===== src/rtl/multi_db_counter_amisha.sv =====
// Purpose : N_CH-channel button debouncer with raw/debounced edge event counters.
// Latency : 2-flop sync + 1 edge flop; debounced level after DB_N stable sample ticks; counts visible 1 cycle after edge.
// Backpressure: none, free-running; every qualifying edge is counted in the cycle it occurs.
//
// Ports:
//   clk_amisha        clock, rising edge
//   reset_amisha      asynchronous active-high reset
//   btn_amisha        raw asynchronous buttons, one bit per channel
//   clr_amisha        per-channel synchronous clear of counters and overflow flag
//   sel_amisha        channel routed to disp_amisha (out-of-range selects channel 0)
//   edge_mode_amisha  00 rising, 01 falling, 10 both, 11 none
//   sat_amisha        1 saturate counters, 0 wrap
//   db_level_amisha   debounced level per channel
//   db_tick_amisha    one-cycle pulse the cycle after a debounced level rises
//   disp_amisha       {raw_cnt[sel], db_cnt[sel]}
//   ovf_amisha        sticky per-channel overflow flag
module multi_db_counter_amisha #(
    parameter int N_CH     = 4,
    parameter int CW       = 8,
    parameter int SAMP_DIV = 500000,
    parameter int DB_N     = 3,
    localparam int SELW    = (N_CH > 1) ? $clog2(N_CH) : 1
) (
    input  logic              clk_amisha,
    input  logic              reset_amisha,
    input  logic [N_CH-1:0]   btn_amisha,
    input  logic [N_CH-1:0]   clr_amisha,
    input  logic [SELW-1:0]   sel_amisha,
    input  logic [1:0]        edge_mode_amisha,
    input  logic              sat_amisha,
    output logic [N_CH-1:0]   db_level_amisha,
    output logic [N_CH-1:0]   db_tick_amisha,
    output logic [2*CW-1:0]   disp_amisha,
    output logic [N_CH-1:0]   ovf_amisha
);

    localparam int PW = $clog2(SAMP_DIV);
    localparam int KW = (DB_N > 1) ? $clog2(DB_N) : 1;
    localparam logic [PW-1:0] PRESC_MAX = PW'(SAMP_DIV - 1);
    localparam logic [KW-1:0] K_MAX     = KW'(DB_N - 1);

    typedef enum logic {ST_STABLE, ST_CHANGING} db_state_t;

    logic [N_CH-1:0] sync_m, sync_s, sync_s_d;
    logic [PW-1:0]   presc_q;
    logic            samp_tick;

    db_state_t       state_q [N_CH];
    db_state_t       state_d [N_CH];
    logic [KW-1:0]   k_q     [N_CH];
    logic [KW-1:0]   k_d     [N_CH];
    logic [N_CH-1:0] lvl_q, lvl_d, lvl_dly;

    logic [CW-1:0]   raw_cnt [N_CH];
    logic [CW-1:0]   db_cnt  [N_CH];
    logic [N_CH-1:0] raw_ev, db_ev;

    function automatic logic edge_qual(input logic [1:0] mode, input logic rise, input logic fall);
        case (mode)
            2'b00:   return rise;
            2'b01:   return fall;
            2'b10:   return rise | fall;
            default: return 1'b0;
        endcase
    endfunction

    // Synchronizer, edge-detect delay and shared sample prescaler.
    always_ff @(posedge clk_amisha or posedge reset_amisha) begin
        if (reset_amisha) begin
            sync_m   <= '0;
            sync_s   <= '0;
            sync_s_d <= '0;
            presc_q  <= '0;
        end else begin
            sync_m   <= btn_amisha;
            sync_s   <= sync_m;
            sync_s_d <= sync_s;
            presc_q  <= (presc_q == PRESC_MAX) ? '0 : presc_q + PW'(1);
        end
    end

    assign samp_tick = (presc_q == PRESC_MAX);

    // Debounce FSM state registers.
    always_ff @(posedge clk_amisha or posedge reset_amisha) begin
        if (reset_amisha) begin
            for (int i = 0; i < N_CH; i++) begin
                state_q[i] <= ST_STABLE;
                k_q[i]     <= '0;
            end
            lvl_q          <= '0;
            lvl_dly        <= '0;
            db_tick_amisha <= '0;
        end else begin
            for (int i = 0; i < N_CH; i++) begin
                state_q[i] <= state_d[i];
                k_q[i]     <= k_d[i];
            end
            lvl_q          <= lvl_d;
            lvl_dly        <= lvl_q;
            db_tick_amisha <= lvl_q & ~lvl_dly;
        end
    end

    // Next-state logic. Any tick that sees the input back at the current
    // level returns to STABLE with k=0, which is how a bounce restarts the count.
    always_comb begin
        lvl_d = lvl_q;
        for (int i = 0; i < N_CH; i++) begin
            logic [KW-1:0] k_cur;
            state_d[i] = state_q[i];
            k_d[i]     = k_q[i];
            k_cur      = (state_q[i] == ST_CHANGING) ? k_q[i] : '0;
            if (samp_tick) begin
                if (sync_s[i] == lvl_q[i]) begin
                    state_d[i] = ST_STABLE;
                    k_d[i]     = '0;
                end else if (k_cur == K_MAX) begin
                    lvl_d[i]   = ~lvl_q[i];
                    state_d[i] = ST_STABLE;
                    k_d[i]     = '0;
                end else begin
                    state_d[i] = ST_CHANGING;
                    k_d[i]     = k_cur + KW'(1);
                end
            end
        end
    end

    assign db_level_amisha = lvl_q;

    always_comb begin
        raw_ev = '0;
        db_ev  = '0;
        for (int i = 0; i < N_CH; i++) begin
            raw_ev[i] = edge_qual(edge_mode_amisha, sync_s[i] & ~sync_s_d[i], ~sync_s[i] & sync_s_d[i]);
            db_ev[i]  = edge_qual(edge_mode_amisha, lvl_q[i] & ~lvl_dly[i], ~lvl_q[i] & lvl_dly[i]);
        end
    end

    // Event counters; clear wins over a coincident edge.
    always_ff @(posedge clk_amisha or posedge reset_amisha) begin
        if (reset_amisha) begin
            for (int i = 0; i < N_CH; i++) begin
                raw_cnt[i] <= '0;
                db_cnt[i]  <= '0;
            end
            ovf_amisha <= '0;
        end else begin
            for (int i = 0; i < N_CH; i++) begin
                if (clr_amisha[i]) begin
                    raw_cnt[i]    <= '0;
                    db_cnt[i]     <= '0;
                    ovf_amisha[i] <= 1'b0;
                end else begin
                    if (raw_ev[i]) begin
                        if (&raw_cnt[i]) begin
                            ovf_amisha[i] <= 1'b1;
                            if (!sat_amisha) raw_cnt[i] <= '0;
                        end else begin
                            raw_cnt[i] <= raw_cnt[i] + CW'(1);
                        end
                    end
                    if (db_ev[i]) begin
                        if (&db_cnt[i]) begin
                            ovf_amisha[i] <= 1'b1;
                            if (!sat_amisha) db_cnt[i] <= '0;
                        end else begin
                            db_cnt[i] <= db_cnt[i] + CW'(1);
                        end
                    end
                end
            end
        end
    end

    // Display mux; unmatched select values fall back to channel 0.
    always_comb begin
        disp_amisha = {raw_cnt[0], db_cnt[0]};
        for (int i = 1; i < N_CH; i++) begin
            if (32'(sel_amisha) == 32'(i)) disp_amisha = {raw_cnt[i], db_cnt[i]};
        end
    end

endmodule


===== config.mk =====
export PLATFORM = sky130hd
export DESIGN_NAME = multi_db_counter_amisha
export DESIGN_NICKNAME = d
export VERILOG_FILES = /design/src/rtl/multi_db_counter_amisha.sv
export SDC_FILE = /design/constraint.sdc
export NUM_CORES = 1
export LEC_CHECK = 0
export BUFFER_PORTS_ARGS = -buffer_cell sky130_fd_sc_hd__buf_2
export CAP_MARGIN = 20
export CORE_ASPECT_RATIO = 1.25
export CORE_UTILIZATION = 65
export CTS_BUF_LIST = sky130_fd_sc_hd__clkbuf_8 sky130_fd_sc_hd__clkbuf_16
export CTS_CLUSTER_SIZE = 10
export DETAILED_ROUTE_END_ITERATION = 16
export PLACE_DENSITY = 0.94
export SETUP_SLACK_MARGIN = 0.3
export SLEW_MARGIN = 40
export SYNTH_ARGS = -nofsm -noshare
export SYNTH_HDL_FRONTEND = slang
export SYNTH_SLANG_ARGS = --single-unit

===== constraint.sdc =====
create_clock -name clk_amisha -period 6.5 [get_ports clk_amisha]
set_input_delay 0.975 -clock clk_amisha [delete_from_list [all_inputs] [get_ports clk_amisha]]
set_output_delay 0.975 -clock clk_amisha [all_outputs]
set_load 0.03 [all_outputs]

==> reports/metrics.csv, run 1 <==
metric,value,unit
largest net degree at the start of global routing,63,
Initial Utilization,66.43,%
cells on worst reg2reg path,7,
vias in the first global route,5810,
reg-to-reg critical path startpoint,db_level_amisha[1]$_DFFE_PP0P_,
CTS tree,done,
vias,5727,
worst-path cell chain,"buf_2, mux4_2, buf_2",
final hold viol count,0,
flop-to-flop setup slack,4.17,ns
htree depth,4,
Filler Cell Count,649,
PwrDens,246.6,nW/um2
RSZ-0062 raised after global routing,false,
adder-cell share of the synthesized area,4.683,%
Post-Synth Simple-Gate Area,21.60,%
CORE AREA,10050,um2
setup ws final,3.353,ns
cell area after synthesis,6679,um2
Vias/cell,6.636,
static leakage,0.003371,uW
number of nets in the layout,761,
Fmax,317.8,MHz
critical path buffer and inverter count,2,
detailed-route DRC error count,0,
CTS root buf,clkbuf_16,
"Primary FF master, synth",dfrtp_1,
ys async rst share,100.0,%
"critical path fanouts, max",16,
CP peak stage delay,0.59,ns
hold crit path type,flip-flop to flip-flop,
total CTS buffers,17,
total routed wirelength,16900,um
post-CTS setup buffers,0,
CP required,5.52,ns
area grow syn2layout,13.38,%
skew final,0.007884,ns
Yosys reg bits,123,
CTS Sinks,123,
GRT Total Usage,33.40,%
layout cells sized above 1,14.58,%
hold path endpoint,sync_s[1]$_DFF_PP0_,
syn_area_per_cell,9.750,um2
pre-CTS WS,3.368,ns
critical path class,input port to primary output,
Clock transition at path regs,0.05,ns
DP Wirelength,11280,um
die width,92.67,um
DRT antenna net count,0,
Post-synth EDFFs,0,
Worst-Skew Late Latency,0.41,ns
worst-case clock buffer depth,2,
Hold Path Depth,0,
chip height,115.3,um
Final Cycle Share,48.41,%
Synth Area in Compound Gates,14.01,%
post-synthesis mux area share,6.294,%
relative slew slack,47.06,%
post-cts gate resize count,0,
arrival time at the worst endpoint,2.17,ns
Wirelength per Cell,19.58,um
# rows,41,
drt pass-1 iters,8,
CP dominant cell by count,buf_2,
synth unique cells,57,
Port Buffers,42,
post-synthesis sequential area ratio,46.08,%
Syn Inst Count,685,
XOR/XNOR share of the synthesized area,3.672,%
full die area,10690,um2
I/O pins,43,
CP endpoint kind,primary output,
first-pass GRT wire length,27430,um
drt initial violations,706,
synth warn,0,
Final Slew Violations,0,
min cycle time layout,3.147,ns
hold-fix buffers at CTS,0,
"CP delay by family, top",buffers and inverters,
Max Cap Viol,0,
Routability Congestion,0.9106,
Slowest cell on crit path,mux4_2,
setup TNS,0,ns
status,completed,
initial antenna violation count,0,
main combinational cell family by area after synthesis,simple AND/OR/NAND/NOR gates,
total congestion overflow,0,
critical path launch point type,input port,
Mapped Nets,725,
reg2reg end,db_cnt[21]$_DFFE_PP0P_,
final setup vio count,0,
Hold Startpoint,sync_m[1]$_DFF_PP0_,
VDD IR max,0.0002130,V
number of diodes,0,
worst slew pin tran,0.7916,ns
==> stage by stage <==
step                hold slack [ns]  std cells  utilization, %  total power (uW)  area (um2)
global route                 0.3610        863           75.31              1916        7572
finish                       0.3517        863           75.31              1867        7572
detailed placement           0.3449        831           69.00             883.0        6938
CTS                          0.3571        863           75.25              1871        7566
floorplan                    0.3312        685               -             857.6        6679
global placement             0.3320        830           68.89             878.1        6927
==> placed cells by master, fill, tap and decap left out, types with 5 or more instances in the layout <==
master / netlist / routed
o21ai_0: 42 / 42
inv_1: 28 / 29
dfrtp_1: 123 / 123
o31ai_1: 12 / 12
and3_1: 11 / 11
buf_2: 6 / 43
nand3b_1: 7 / 7
o21a_1: 5 / 5
a31oi_1: 10 / 10
clkbuf_16: 0 / 17
and4_1: 7 / 7
nor3_1: 25 / 24
mux4_2: 16 / 16
xnor2_1: 6 / 6
nand2_1: 62 / 62
ha_1: 25 / 25
nand3_1: 46 / 46
nand2b_1: 12 / 12
or4_1: 10 / 10
a21oi_1: 47 / 47
xor2_1: 22 / 22
nand4_1: 13 / 13
mux2i_1: 6 / 6
or3_1: 14 / 14
nor2_1: 49 / 49
and2_1: 8 / 8
==> state kept, by name, indices dropped and copies added (netlist names) <==
| register | cells |
|---|---|
| db_cnt | 32 |
| raw_cnt | 32 |
| presc_q | 19 |
| k_q | 8 |
| db_level_amisha | 4 |
| db_tick_amisha | 4 |
| lvl_dly | 4 |
| ovf_amisha | 4 |
| state_q | 4 |
| sync_m | 4 |
| sync_s | 4 |
| sync_s_d | 4 |
==> routing by layer <==
metal	share of wire, %	track usage (%)	up-vias
met5	0	0	-
met4	3.1	17.95	0
met3	6.8	7.011	52
met2	53	60.00	291
met1	37	37.11	2810
li1	-	-	2574
==> cell type report <==
cell class | instances | area [um2] | share of cell area [%]
sequential | 123 | 3078 | 40.65
timing repair buffer | 44 | 226.5 | 2.991
clock buffer | 19 | 452.9 | 5.981
multi-input combinational | 507 | 3368 | 44.48
tap | 129 | 161.4 | 2.132
clock inverter | 13 | 175.2 | 2.313
inverter | 28 | 110.1 | 1.454
==> worst max path at each step <==
stage | startpoint | endpoint | depth (start not counted)
after floorplan | reset_amisha | db_cnt[0]$_DFFE_PP0P_ | 1
after global placement | sel_amisha[0] | disp_amisha[1] | 3
after detailed placement | sel_amisha[0] | disp_amisha[1] | 3
after CTS | sel_amisha[0] | disp_amisha[6] | 3
after global routing | sel_amisha[0] | disp_amisha[0] | 3
final | sel_amisha[0] | disp_amisha[1] | 3
==> power breakdown <==
part           internal, uW  leakage, uW  switching, uW
registers               775      0.00167           10.9
clock network           657     0.000311            338
logic                  25.3      0.00139           61.0
total                  1460      0.00337            410
==> cells in the mapped netlist, types with 12 or more instances <==
| cell type | count | area (um2) |
|---|---|---|
| nor3_1 | 25 | 125.1 |
| dfrtp_1 | 123 | 3078 |
| nand2_1 | 62 | 232.7 |
| ha_1 | 25 | 312.8 |
| nand3_1 | 46 | 230.2 |
| inv_1 | 28 | 105.1 |
| mux4_2 | 16 | 360.4 |
| clkbuf_1 | 13 | 48.80 |
| o31ai_1 | 12 | 90.09 |
| or3_1 | 14 | 87.58 |
| nor2_1 | 49 | 183.9 |
| a21oi_1 | 47 | 235.2 |
| nand2b_1 | 12 | 75.07 |
| nand4_1 | 13 | 81.33 |
| o21ai_0 | 42 | 210.2 |
| xor2_1 | 22 | 192.7 |
==> cell families after synthesis <==
| kind of cell | Yosys count |
|---|---|
| AO/OA/AOI/OAI | 152 |
| XOR/XNOR | 28 |
| adder cells (fa/ha/maj) | 25 |
| buffers and inverters | 55 |
| flip-flops | 123 |
| multiplexers | 22 |
| AND/OR/NAND/NOR | 280 |
No activity file was read; power rests on OpenSTA's default activity.
==> inputs of run 2 (changes only) <==
--- a/config.mk
+++ b/config.mk
@@ -5,14 +5,15 @@
 export SDC_FILE = /design/constraint.sdc
 export NUM_CORES = 1
 export LEC_CHECK = 0
+export ABC_AREA = 1
 export BUFFER_PORTS_ARGS = -buffer_cell sky130_fd_sc_hd__buf_2
 export CAP_MARGIN = 20
 export CORE_ASPECT_RATIO = 1.25
-export CORE_UTILIZATION = 65
+export CORE_UTILIZATION = 62
 export CTS_BUF_LIST = sky130_fd_sc_hd__clkbuf_8 sky130_fd_sc_hd__clkbuf_16
 export CTS_CLUSTER_SIZE = 10
 export DETAILED_ROUTE_END_ITERATION = 16
-export PLACE_DENSITY = 0.94
+export PLACE_DENSITY = 0.9
 export SETUP_SLACK_MARGIN = 0.3
 export SLEW_MARGIN = 40
 export SYNTH_ARGS = -nofsm -noshare
==> constraint.sdc (replaced) <==
create_clock -name clk_amisha -period 3.1 [get_ports clk_amisha]
set_input_delay 0.465 -clock clk_amisha [delete_from_list [all_inputs] [get_ports clk_amisha]]
set_output_delay 0.465 -clock clk_amisha [all_outputs]
set_load 0.03 [all_outputs]
==> reports/metrics.csv, run 2 <==
metric,value,unit,change
drt initial violations,557,,-21%
setup TNS,0,ns,unchanged
vias,6980,,+22%
Post-synth EDFFs,0,,unchanged
final core occ,72.28,%,-3.0 points
vias in the first global route,6779,,+17%
Vias/cell,5.571,,-16%
Worst-Skew Late Latency,0.42,ns,about the same
DRT antenna net count,0,,unchanged
Clock transition at path regs,0.05,ns,about the same
I/O pins,43,,unchanged
post-synth top area share,40.91,%,-5.2 points
most frequent cells in the layout,"nand2_1, inv_1, dfrtp_1, nor2_1, nand3_1",,
detailed-route DRC error count,0,,unchanged
RSZ-0062 raised after global routing,false,,
met3 wire length,1124,um,-2.2%
CTS root buf,clkbuf_16,,
Metal-1 WL,7497,um,+20%
most common cell in the netlist,nand2_1,,
Final Cycle Share,70.95,%,
skew final,0.008473,ns,+0.0005891 ns
die width,100.5,um,+8.5%
reg-to-reg critical path startpoint,presc_q[0]$_DFF_PP0_,,
first-pass GRT wire length,31380,um,+14%
final setup vio count,0,,unchanged
Wirelength per Cell,14.97,um,-24%
Slowest cell on crit path,dfrtp_1,,
CP required,2.63,ns,-2.89 ns
Mapped Nets,1074,,+48%
flop-to-flop setup slack,0.93,ns,-3.24 ns
largest net degree at the start of global routing,54,,-14%
number of nets in the layout,1120,,+47%
ys async rst share,100.0,%,unchanged
biggest regs,"db_cnt: 32 flops, raw_cnt: 32 flops, presc_q: 19 flops",,
# rows,44,,+7.3%
full die area,12580,um2,+18%
CP endpoint kind,primary output,,
DP Wirelength,13440,um,+19%
synth unique cells,38,,-33%
cells on worst reg2reg path,8,,+1
Max Cap Viol,0,,unchanged
"area leader, netlist",dfrtp_1,,
Syn Inst Count,1034,,+51%
arrival time at the worst endpoint,1.73,ns,-0.44 ns
top layer used by detailed routing,met4,,
drt pass-1 iters,5,,-3
final hold viol count,0,,unchanged
post-synthesis sequential area ratio,40.91,%,-5.2 points
routed wire length on met2,9408,um,+5.1%
Port Buffers,42,,unchanged
worst-path cell chain,"inv_1, o21ai_0, o221ai_1, o21ai_0, buf_2",,
min cycle time layout,2.199,ns,
Yosys reg bits,123,,unchanged
critical path class,flip-flop to primary output,,
synth warn,0,,unchanged
htree depth,4,,unchanged
Synth top cells by count,"nand2_1, dfrtp_1, inv_1",,
Routability Congestion,0.9505,,+4.4%
worst-case clock buffer depth,2,,unchanged
PwrDens,461.5,nW/um2,+87%
worst slew pin tran,0.5270,ns,-0.2646 ns
initial antenna violation count,0,,unchanged
"critical path fanouts, max",7,,-9
post-cts gate resize count,0,,unchanged
layout cells sized above 1,11.26,%,-3.3 points
"most common cell after layout, fill and taps aside",nand2_1,,
hold-fix buffers at CTS,0,,unchanged
static leakage,0.004195,uW,+24%
total CTS buffers,17,,unchanged
total congestion overflow,0,,unchanged
CORE AREA,11730,um2,+17%
"top cells by area, synth","dfrtp_1, nand2_1, nand3_1",,
area grow syn2layout,12.66,%,
post-CTS setup buffers,0,,unchanged
CTS Sinks,123,,unchanged
cell area after synthesis,7523,um2,+13%
chip height,125.2,um,+8.5%
CP peak stage delay,0.44,ns,-0.15 ns
GRT Total Usage,32.26,%,-1.1 points
relative slew slack,64.83,%,+18 points
syn_area_per_cell,7.276,um2,-25%
total routed wirelength,18760,um,+11%
critical path launch point type,flip-flop,,
hold crit path type,input port to async pin,,
Initial Utilization,64.16,%,-2.3 points
CTS tree,done,,
CP dominant cell by count,o21ai_0,,
VDD IR max,0.0004024,V,+89%
reg2reg end,presc_q[17]$_DFF_PP0_,,
Fmax,454.7,MHz,
"Primary FF master, synth",dfrtp_1,,
Final Slew Violations,0,,unchanged
number of diodes,0,,unchanged
status,completed,,
==> run 2: cells by family (layout without fill, tap and decap cells) <==
family,after synthesis,count (layout),share of synthesized area (%)
AOI/OAI and AO/OA,124,124,9.546
adders and majority gates,25,25,4.158
DFF,123,123,40.91
xor gates and xnor gates,21,21,2.445
buffers and inverters,150,208,8.265
and+or+nand+nor,591,591,34.67
==> run 2: how the worst max path moves through the flow <==
stage | startpoint | to | slack (ns) | cells past startpoint
final | db_cnt[13]$_DFFE_PP0P_ | disp_amisha[5] | 0.90 | 5
after global routing | sel_amisha[0] | disp_amisha[5] | 0.75 | 7
after CTS | db_cnt[13]$_DFFE_PP0P_ | disp_amisha[5] | 0.90 | 5
after detailed placement | sel_amisha[1] | disp_amisha[4] | 0.93 | 7
after global placement | sel_amisha[1] | disp_amisha[10] | 0.93 | 7
after floorplan | sel_amisha[1] | disp_amisha[10] | 1.00 | 5
==> run 2: through the flow <==
stage | total power (uW) | setup WS (ns) | hold slack, ns | cells | area, um2
finish | 3912 | 0.9006 | 0.05073 | 1253 | 8476
floorplan | 1881 | 1.004 | 0.3312 | 1034 | 7527
CTS | 3923 | 0.9033 | 0.1338 | 1252 | 8448
detailed placement | 1960 | 0.9347 | 0.3371 | 1221 | 7864
global route | 4042 | 0.7517 | 0.07804 | 1253 | 8476
global placement | 1954 | 0.9350 | 0.3313 | 1221 | 7864
==> run 2: area by class of cell <==
class                   count  area, um2
multi-input cells         761       3824
well taps                 161      201.4
fillers                   901       3251
clock inverters            12      131.4
clock buffers              19      452.9
inverters                 129      488.0
repair buffers             48      300.3
flip-flops and latches    123       3078
==> run 2: power by group <==
part / internal (uW) / leakage [uW] / switching [uW]
clock network: 1280 / 0.000306 / 689
registers: 1630 / 0.00167 / 30.9
logic: 76.4 / 0.00222 / 202
==> run 2: layer usage <==
layer,track usage [%],vias up
met1,38.43,3240
met2,54.71,229
met4,14.66,0
li1,-,3453
met5,0,-
met3,7.826,58
==> run 2: critical path, delay by kind of cell (launching register included) <==
family,cells,cell delay [ns]
buffers and inverters,2,0.34
flip-flops,1,0.44
AO/OA/AOI/OAI,3,0.53
